$ cat config.mk
export PLATFORM = sky130hd
export DESIGN_NAME = cp0_exc_ctrl
export DESIGN_NICKNAME = d
export VERILOG_FILES = /design/src/rtl/cp0_exc_ctrl.sv
export SDC_FILE = /design/constraint.sdc
export NUM_CORES = 1
export LEC_CHECK = 0
export CORE_MARGIN = 10
export CORE_UTILIZATION = 35
export DETAILED_ROUTE_END_ITERATION = 12
export PLACE_DENSITY = 0.6
export SLEW_MARGIN = 20
export SYNTH_ARGS = -nofsm -noshare
export SYNTH_HDL_FRONTEND = slang
export SYNTH_SLANG_ARGS = --single-unit
$ cat constraint.sdc
create_clock -name clk -period 7.98 [get_ports clk]
set_input_delay 1.596 -clock clk [delete_from_list [all_inputs] [get_ports clk]]
set_output_delay 1.596 -clock clk [all_outputs]
set_load 0.02 [all_outputs]
$ cat src/rtl/cp0_exc_ctrl.sv
// CP0 exception/interrupt sequencer: arbitrates trap sources, flushes, saves EPC/Cause/Status, vectors; also sequences ERET.
// Optional macro CP0_INT_EN enables external interrupt qualification; when undefined int_pend is ignored.
module cp0_exc_ctrl #(
  parameter logic [31:0] VECTOR_ADDR = 32'h0000_0180,
  parameter logic [7:0]  EPC_IDX     = 8'd112,
  parameter logic [7:0]  CAUSE_IDX   = 8'd104,
  parameter logic [7:0]  STATUS_IDX  = 8'd96
) (
  input  logic        clk,
  input  logic        rst,
  input  logic [31:0] exc_pc,
  input  logic        req_ov,
  input  logic        req_sys,
  input  logic        req_brk,
  input  logic        req_ri,
  input  logic [5:0]  int_pend,
  input  logic        eret,
  input  logic        mtc0_we,
  input  logic [7:0]  mtc0_idx,
  input  logic [31:0] mtc0_data,
  output logic        stall,
  output logic        flush,
  output logic        cp0_we,
  output logic [7:0]  cp0_idx,
  output logic [31:0] cp0_wdata,
  output logic        redir_valid,
  output logic [31:0] redir_pc,
  output logic        busy
);

  typedef enum logic [2:0] {
    IDLE, FLUSH, SAV_EPC, SAV_CAUSE, SAV_STAT, VECTOR, ERET_CLR, ERET_JMP
  } state_t;

  state_t      state_q, state_d;
  logic [31:0] status_sh_q, status_sh_d;
  logic [31:0] epc_sh_q, epc_sh_d;
  logic [31:0] pc_q, pc_d;
  logic [4:0]  code_q, code_d;

  logic        stall_q, stall_d;
  logic        flush_q, flush_d;
  logic        cp0_we_q, cp0_we_d;
  logic [7:0]  cp0_idx_q, cp0_idx_d;
  logic [31:0] cp0_wdata_q, cp0_wdata_d;
  logic        redir_valid_q, redir_valid_d;
  logic [31:0] redir_pc_q, redir_pc_d;
  logic        busy_q, busy_d;

  logic        int_take;
  logic [5:0]  ip_bits;
  logic        exc_any;

`ifdef CP0_INT_EN
  assign int_take = (|(int_pend & status_sh_q[15:10])) & status_sh_q[0] & ~status_sh_q[1];
  assign ip_bits  = int_pend;
`else
  assign int_take = 1'b0;
  assign ip_bits  = int_pend & 6'h00;
`endif

  assign exc_any = int_take | req_ov | req_sys | req_brk | req_ri;

  always_comb begin
    state_d       = state_q;
    status_sh_d   = status_sh_q;
    epc_sh_d      = epc_sh_q;
    pc_d          = pc_q;
    code_d        = code_q;
    cp0_we_d      = 1'b0;
    cp0_idx_d     = 8'h00;
    cp0_wdata_d   = 32'h0;
    flush_d       = 1'b0;
    redir_valid_d = 1'b0;
    redir_pc_d    = 32'h0;

    // Next-state selection; shadows follow MTC0 only while idle.
    case (state_q)
      IDLE: begin
        if (mtc0_we && (mtc0_idx == STATUS_IDX)) status_sh_d = mtc0_data;
        if (mtc0_we && (mtc0_idx == EPC_IDX))    epc_sh_d    = mtc0_data;
        if (exc_any) begin
          state_d = FLUSH;
          pc_d    = exc_pc;
          if (int_take)     code_d = 5'h00;
          else if (req_ov)  code_d = 5'h0C;
          else if (req_sys) code_d = 5'h08;
          else if (req_brk) code_d = 5'h09;
          else              code_d = 5'h0A;
        end else if (eret) begin
          state_d = ERET_CLR;
        end
      end
      FLUSH:     state_d = status_sh_q[1] ? SAV_CAUSE : SAV_EPC;
      SAV_EPC:   state_d = SAV_CAUSE;
      SAV_CAUSE: state_d = SAV_STAT;
      SAV_STAT:  state_d = VECTOR;
      VECTOR:    state_d = IDLE;
      ERET_CLR:  state_d = ERET_JMP;
      ERET_JMP:  state_d = IDLE;
      default:   state_d = IDLE;
    endcase

    // Outputs are decoded from the state being entered so they register with it.
    case (state_d)
      FLUSH: flush_d = 1'b1;
      SAV_EPC: begin
        cp0_we_d    = 1'b1;
        cp0_idx_d   = EPC_IDX;
        cp0_wdata_d = pc_q;
        epc_sh_d    = pc_q;
      end
      SAV_CAUSE: begin
        cp0_we_d    = 1'b1;
        cp0_idx_d   = CAUSE_IDX;
        cp0_wdata_d = {16'h0, ip_bits, 3'b000, code_q, 2'b00};
      end
      SAV_STAT: begin
        cp0_we_d    = 1'b1;
        cp0_idx_d   = STATUS_IDX;
        cp0_wdata_d = status_sh_q | 32'h0000_0002;
        status_sh_d = status_sh_q | 32'h0000_0002;
      end
      VECTOR: begin
        redir_valid_d = 1'b1;
        redir_pc_d    = VECTOR_ADDR;
      end
      ERET_CLR: begin
        flush_d     = 1'b1;
        cp0_we_d    = 1'b1;
        cp0_idx_d   = STATUS_IDX;
        cp0_wdata_d = status_sh_d & ~32'h0000_0002;
        status_sh_d = status_sh_d & ~32'h0000_0002;
      end
      ERET_JMP: begin
        redir_valid_d = 1'b1;
        redir_pc_d    = epc_sh_q;
      end
      default: ;
    endcase

    stall_d = (state_d != IDLE);
    busy_d  = (state_d != IDLE);
  end

  always_ff @(posedge clk or posedge rst) begin
    if (rst) begin
      state_q       <= IDLE;
      status_sh_q   <= 32'h0;
      epc_sh_q      <= 32'h0;
      pc_q          <= 32'h0;
      code_q        <= 5'h0;
      stall_q       <= 1'b0;
      flush_q       <= 1'b0;
      cp0_we_q      <= 1'b0;
      cp0_idx_q     <= 8'h0;
      cp0_wdata_q   <= 32'h0;
      redir_valid_q <= 1'b0;
      redir_pc_q    <= 32'h0;
      busy_q        <= 1'b0;
    end else begin
      state_q       <= state_d;
      status_sh_q   <= status_sh_d;
      epc_sh_q      <= epc_sh_d;
      pc_q          <= pc_d;
      code_q        <= code_d;
      stall_q       <= stall_d;
      flush_q       <= flush_d;
      cp0_we_q      <= cp0_we_d;
      cp0_idx_q     <= cp0_idx_d;
      cp0_wdata_q   <= cp0_wdata_d;
      redir_valid_q <= redir_valid_d;
      redir_pc_q    <= redir_pc_d;
      busy_q        <= busy_d;
    end
  end

  assign stall       = stall_q;
  assign flush       = flush_q;
  assign cp0_we      = cp0_we_q;
  assign cp0_idx     = cp0_idx_q;
  assign cp0_wdata   = cp0_wdata_q;
  assign redir_valid = redir_valid_q;
  assign redir_pc    = redir_pc_q;
  assign busy        = busy_q;

endmodule

After elaboration in Yosys (flattened, before gate mapping) --
Index checks and enable logic that the tools add are counted.
Operators by class: add/subtract/negate cells 0, equality and inequality tests 16, reduce and logical (&&, ||, !) cells 16, $lt $le $gt $ge 0, mux-type cells 19, multiply operators 0, div/mod/pow operators 0, shift operators 0, bitwise gates (word level) 3
Operators by type and width (number):
- $mux 32 | 5
- $pmux 32 s2 | 2
- $pmux 32 s4 | 1
- $eq 3x3->1 const B | 8
- $pmux 3 s7 | 1
- $pmux 7 s3 | 1
- $eq 8x7->1 const B | 2
- $eq 3x2->1 const B | 4
- $mux 3 | 3
- $reduce_bool 3->1 | 3
- $reduce_or 2->1 | 4
- $eq 3x1->1 const B | 2
- $reduce_and 2->1 | 3
- $mux 1 | 4
- $mux 2 | 2
- $reduce_bool 2->1 | 2
- $reduce_or 4->1 | 1
- $logic_not 3->1 | 1
- $or 1x1->1 | 3
- $logic_and 1x1->1 | 2
Word-level totals: word-level logic and storage cells 67, flip-flop bits (word level) 180, input port bits 86, bits in latches 0, output and inout port bits 77, RAM bits 0, memories kept 0, memory bits (read-only) 0

Longest topological paths before layout --
word-level depth 8, mapped depth 7, mapped depth without buffers 4

Least setup slack after synthesis --
Ideal clock, no wire load.
path type input-to-reg, start point input port mtc0_idx[1], end point register status_sh_q[0], data arrival time 3118 ps, path buffers 1, slack 4737 ps, stages 4, library setup time 125 ps, cell sequence or4_4 -> nor4_4 -> buf_2 -> mux2_2
Between the ends: word-level cells in the longest chain between the ends 5
Ends and longest elaborated chain:
- start, declared | line 19 | input logic [7:0] mtc0_idx,
- $eq 8x7->1 | line 80 | if (mtc0_we && (mtc0_idx == STATUS_IDX)) status_sh_d = mtc0_data;
- $logic_and 1x1->1 | line 80
- $mux 32 | line 80
- $mux 32 | line 78 | case (state_q)
- $pmux 32 s2 | line 105 | case (state_d)
- end signal, assigned | line 163 | status_sh_q <= status_sh_d;
- end, declared | line 36 | logic [31:0] status_sh_q, status_sh_d;
Every way passes these cells. The select of a mux whose other input is x is not followed. A chain may end at the register's enable or synchronous reset.

Worst setup path in the final report --
start point input port req_sys, end point register cp0_wdata_q[17], in the netlist cp0_wdata[17]
Between the ends: word-level cells in the longest chain between the ends 7, elaborated cells on any way between the ends 10, classes of those cells 4 x eq/ne; 3 x mux; 3 x bitwise
Ends and longest elaborated chain:
- start, declared | line 13 | input logic req_sys,
- $or 1x1->1 * (3 in a row) | line 62 | assign exc_any = int_take | req_ov | req_sys | req_brk | req_ri;
- $mux 3 * | line 82 | if (exc_any) begin
- $pmux 3 s7 * | line 78
- $eq 3x3->1 or $eq 3x2->1 (tied branches) | line 105
- $pmux 32 s4 * | line 105
- net cp0_wdata_d[17] | line 45 | logic [31:0] cp0_wdata_q, cp0_wdata_d;
- end signal, assigned | line 171 | cp0_wdata_q <= cp0_wdata_d;
- end, declared | line 45
Mark *: on every way through the listed nets, which the timed path passes. The rest lies on a longest branch.

==> run_results.csv <==
group,metric,value,unit
synth,yosys_register_bits,173,
synth,synth_edf_count,0,
clocking,htree_levels,4,
sta,skew,0.0126,ns
outcome,status,"finished, final reports clean",
final_layout,stdcell_area,0.00914,mm^2
final_layout,final_core_util,0.486,
floorplanning,die_x,159,um
floorplanning,initial_core_util,0.358,
detailed_routing,dr.pass1.iters,7,
place,routabilityCongestion,0.755,
final_layout,nets,704,
power,powerDensity,294,mW/mm^2
final_layout,nFillCells,1637,
synth,netlist_area,0.00675,mm^2
power,clockPowerShare,0.331,
synth,yosysWarnings,0,
power,switchingPower,0.769,mW
worst_setup_path,crit_fanout,27,
floorplanning,rows,50,
global_routing,overflow,0,
clocking,cts_buffers,17,
final_layout,final-instance-count-excl-fill,891,
synth,synthCells,475,
place,pre_cts_ws,3.42,ns
sta,setup-violations-final,0,
place,placed_area,0.00850,mm^2
detailed_routing,drc,0,
floorplanning,die_y,159,um
sta,max_slew_margin,0.241,
synth,synth.distinct_cells,40,
worst_setup_path,crit_path_start_kind,"primary input",
power,ir_worst_vdd,0.000153,V
sta,max_freq,239,MHz
global_routing,antenna_found_initial,2,
run,drv_cap,0,
detailed_routing,ant_nets,0,
clocking,root_buffer,"clkbuf_16",
place,portBuffers,152,
clocking,cts_hold_buf,0,
clocking,cts_setup_buffers,0,
detailed_routing,drt_iter0_markers,272,
clocking,cts_buffer_depth,2,
sta,fin_crit,4.18,ns
worst_setup_path,cp.arrival,4.52,ns
place,dpl.hpwl,11400,um
sta,hold_viol_final,0,
synth,ys_async_sr_fraction,1.00,
power,internal_power,1.92,mW
floorplanning,die-area,0.0252,mm^2
final_layout,area_delta_synth_final,35.5,%
sta,fin_tns_setup,0,ns
final_layout,diodes,0,
detailed_routing,via_count,4456,
floorplanning,core,0.0188,mm^2
detailed_routing,viasPerCell,5.00,
sta,slew_violations,0,
clocking,clk_latency,0.42,ns
power,pwr-share-seq,0.436,
sta,rsz0062_at_grt,"no",
detailed_routing,wirelength,17400,um
sta,worst_slack,3.80,ns
worst_setup_path,required,8.32,ns
detailed_routing,post_drt_wl_per_cell,19.5,um
synth,synth.top_cell.area_share,0.642,
clocking,path_clk_slew,0.07,ns
clocking,cts_tree,"yes",
global_routing,grt_use_total,0.137,
power,p_leak,4.13,nW
synth,synth_flop_cell,"dfrtp_1",
synth,ys_top_cells_by_area,"dfrtp_1, mux2_2, a221o_1, mux2i_1, and3_1",
sta,worst_slew_pin_slew,1.13,ns
global_routing,grt_start_max_net_pins,127,
worst_setup_path,crit_path_end_kind,"flop",
synth,synth_top_cell_by_area,"dfrtp_1",
worst_setup_path,critPathKind,"primary input to flop",
clocking,clkSinkCount,173,
power,p_sw_frac,0.286,
power,power_frac_comb,0.233,
floorplanning,pin_count,163,
final_layout,final_layout_size_suffix_gt1_frac,0.174,
sta,whs,0.477,ns
global_routing,grt_pass1_vias,4919,
synth,yosysSeqAreaShare,0.642,
global_routing,grt_pass1_wl,27500,um
clocking,ctsResizeCount,0,
sta,min_period_over_period,0.524,
synth,avgSynthCellArea,14.2,um^2
hold_path,hold_path.class,"flop to flop",
power,power.total,2.69,mW
place,dp_cells,859,
## state kept, by name (all words and copies together), names as in the netlist
name         flops
code_q           4
cp0_idx          3
redir_valid      1
flush            1
state_q          3
pc_q            32
epc_sh_q        32
redir_pc        32
busy             1
cp0_wdata       32
status_sh_q     32
## worst paths after layout
kind	startpoint	end	slack, ns	cells after the start
min in group asynchronous	rst	cp0_wdata[10]	1.73	2
max reg2reg	state_q[1]	cp0_wdata[17]	5.24	5
max in group asynchronous	rst	status_sh_q[17]	5.05	3
min	code_q[3]	code_q[3]	0.48	1
max	req_sys	cp0_wdata[17]	3.80	5
min reg2reg	code_q[3]	code_q[3]	0.48	1
## worst max-delay path: stages
cell and delay [ns]:
clkdlybuf4s50_1 0.46, nor4_2 0.78, nand3_1 0.46, o21ai_4 0.91
a221o_1 0.30
## synthesized netlist by cell type, drive strengths merged (7+ instances only)
library cell    n
mux2i          23
a221o          40
dfrtp         173
o21bai         13
nand2           9
mux2           60
buf            26
clkbuf         12
o21ai          11
and3           31
and2           27
inv             7
## placed cells by master, fill, tap and decap left out, types with 2 or more instances in the layout
master	n
clkdlybuf4s50_1	152
inv_1	6
o21a_1	2
o21bai_1	13
dfrtp_1	173
nor4_4	2
bufinv_16	4
nand2_1	9
nand3b_1	2
nor2_1	5
clkbuf_16	17
a221o_1	40
conb_1	4
o21ai_1	3
and2_1	27
and3_1	30
buf_4	6
a22oi_1	2
a21oi_1	3
o21ai_0	7
mux2i_1	23
mux2_2	60
clkbuf_8	2
a222oi_1	4
inv_6	4
nor3_1	3
nand2b_1	3
clkinv_2	4
## power by group through the flow
stage / clock [mW] / combinational, mW / sequential, mW
5_1_grt: 0.951 / 0.683 / 1.20
6_report: 0.890 / 0.626 / 1.17
3_5_place_dp: 0 / 0.635 / 1.19
2_1_floorplan: 0 / 0.366 / 1.19
3_3_place_gp: 0 / 0.609 / 1.18
4_1_cts: 0.914 / 0.638 / 1.17
## logic make-up (layout without fill, tap and decap cells)
logic type,Yosys count,in the layout,synth area share
AO/OA/AOI/OAI,80,80,0.101
buffers and inverters,45,198,0.0347
flip-flops,173,173,0.642
multiplexers,83,83,0.134
other,1,4,0.000556
AND/OR/NAND/NOR,93,93,0.0877
## layout make-up
type | count | area [um^2] | area share
Inverter | 7 | 33.8 | 0.00369
Tap cell | 260 | 325 | 0.0356
Multi-Input combinational cell | 260 | 2220 | 0.243
Sequential cell | 173 | 4330 | 0.473
Clock buffer | 19 | 453 | 0.0495
Timing Repair Buffer | 159 | 1590 | 0.174
Clock inverter | 13 | 184 | 0.0201
## layer usage
metal | global-route usage | vias to the layer above | wire, um
met5 | 0 | - | 26
met4 | 0.0408 | 4 | 135
met3 | 0.0534 | 12 | 1100
met2 | 0.221 | 119 | 8430
met1 | 0.166 | 2302 | 7710
li1 | - | 2019 | -
(Power assumes the default switching activity.)
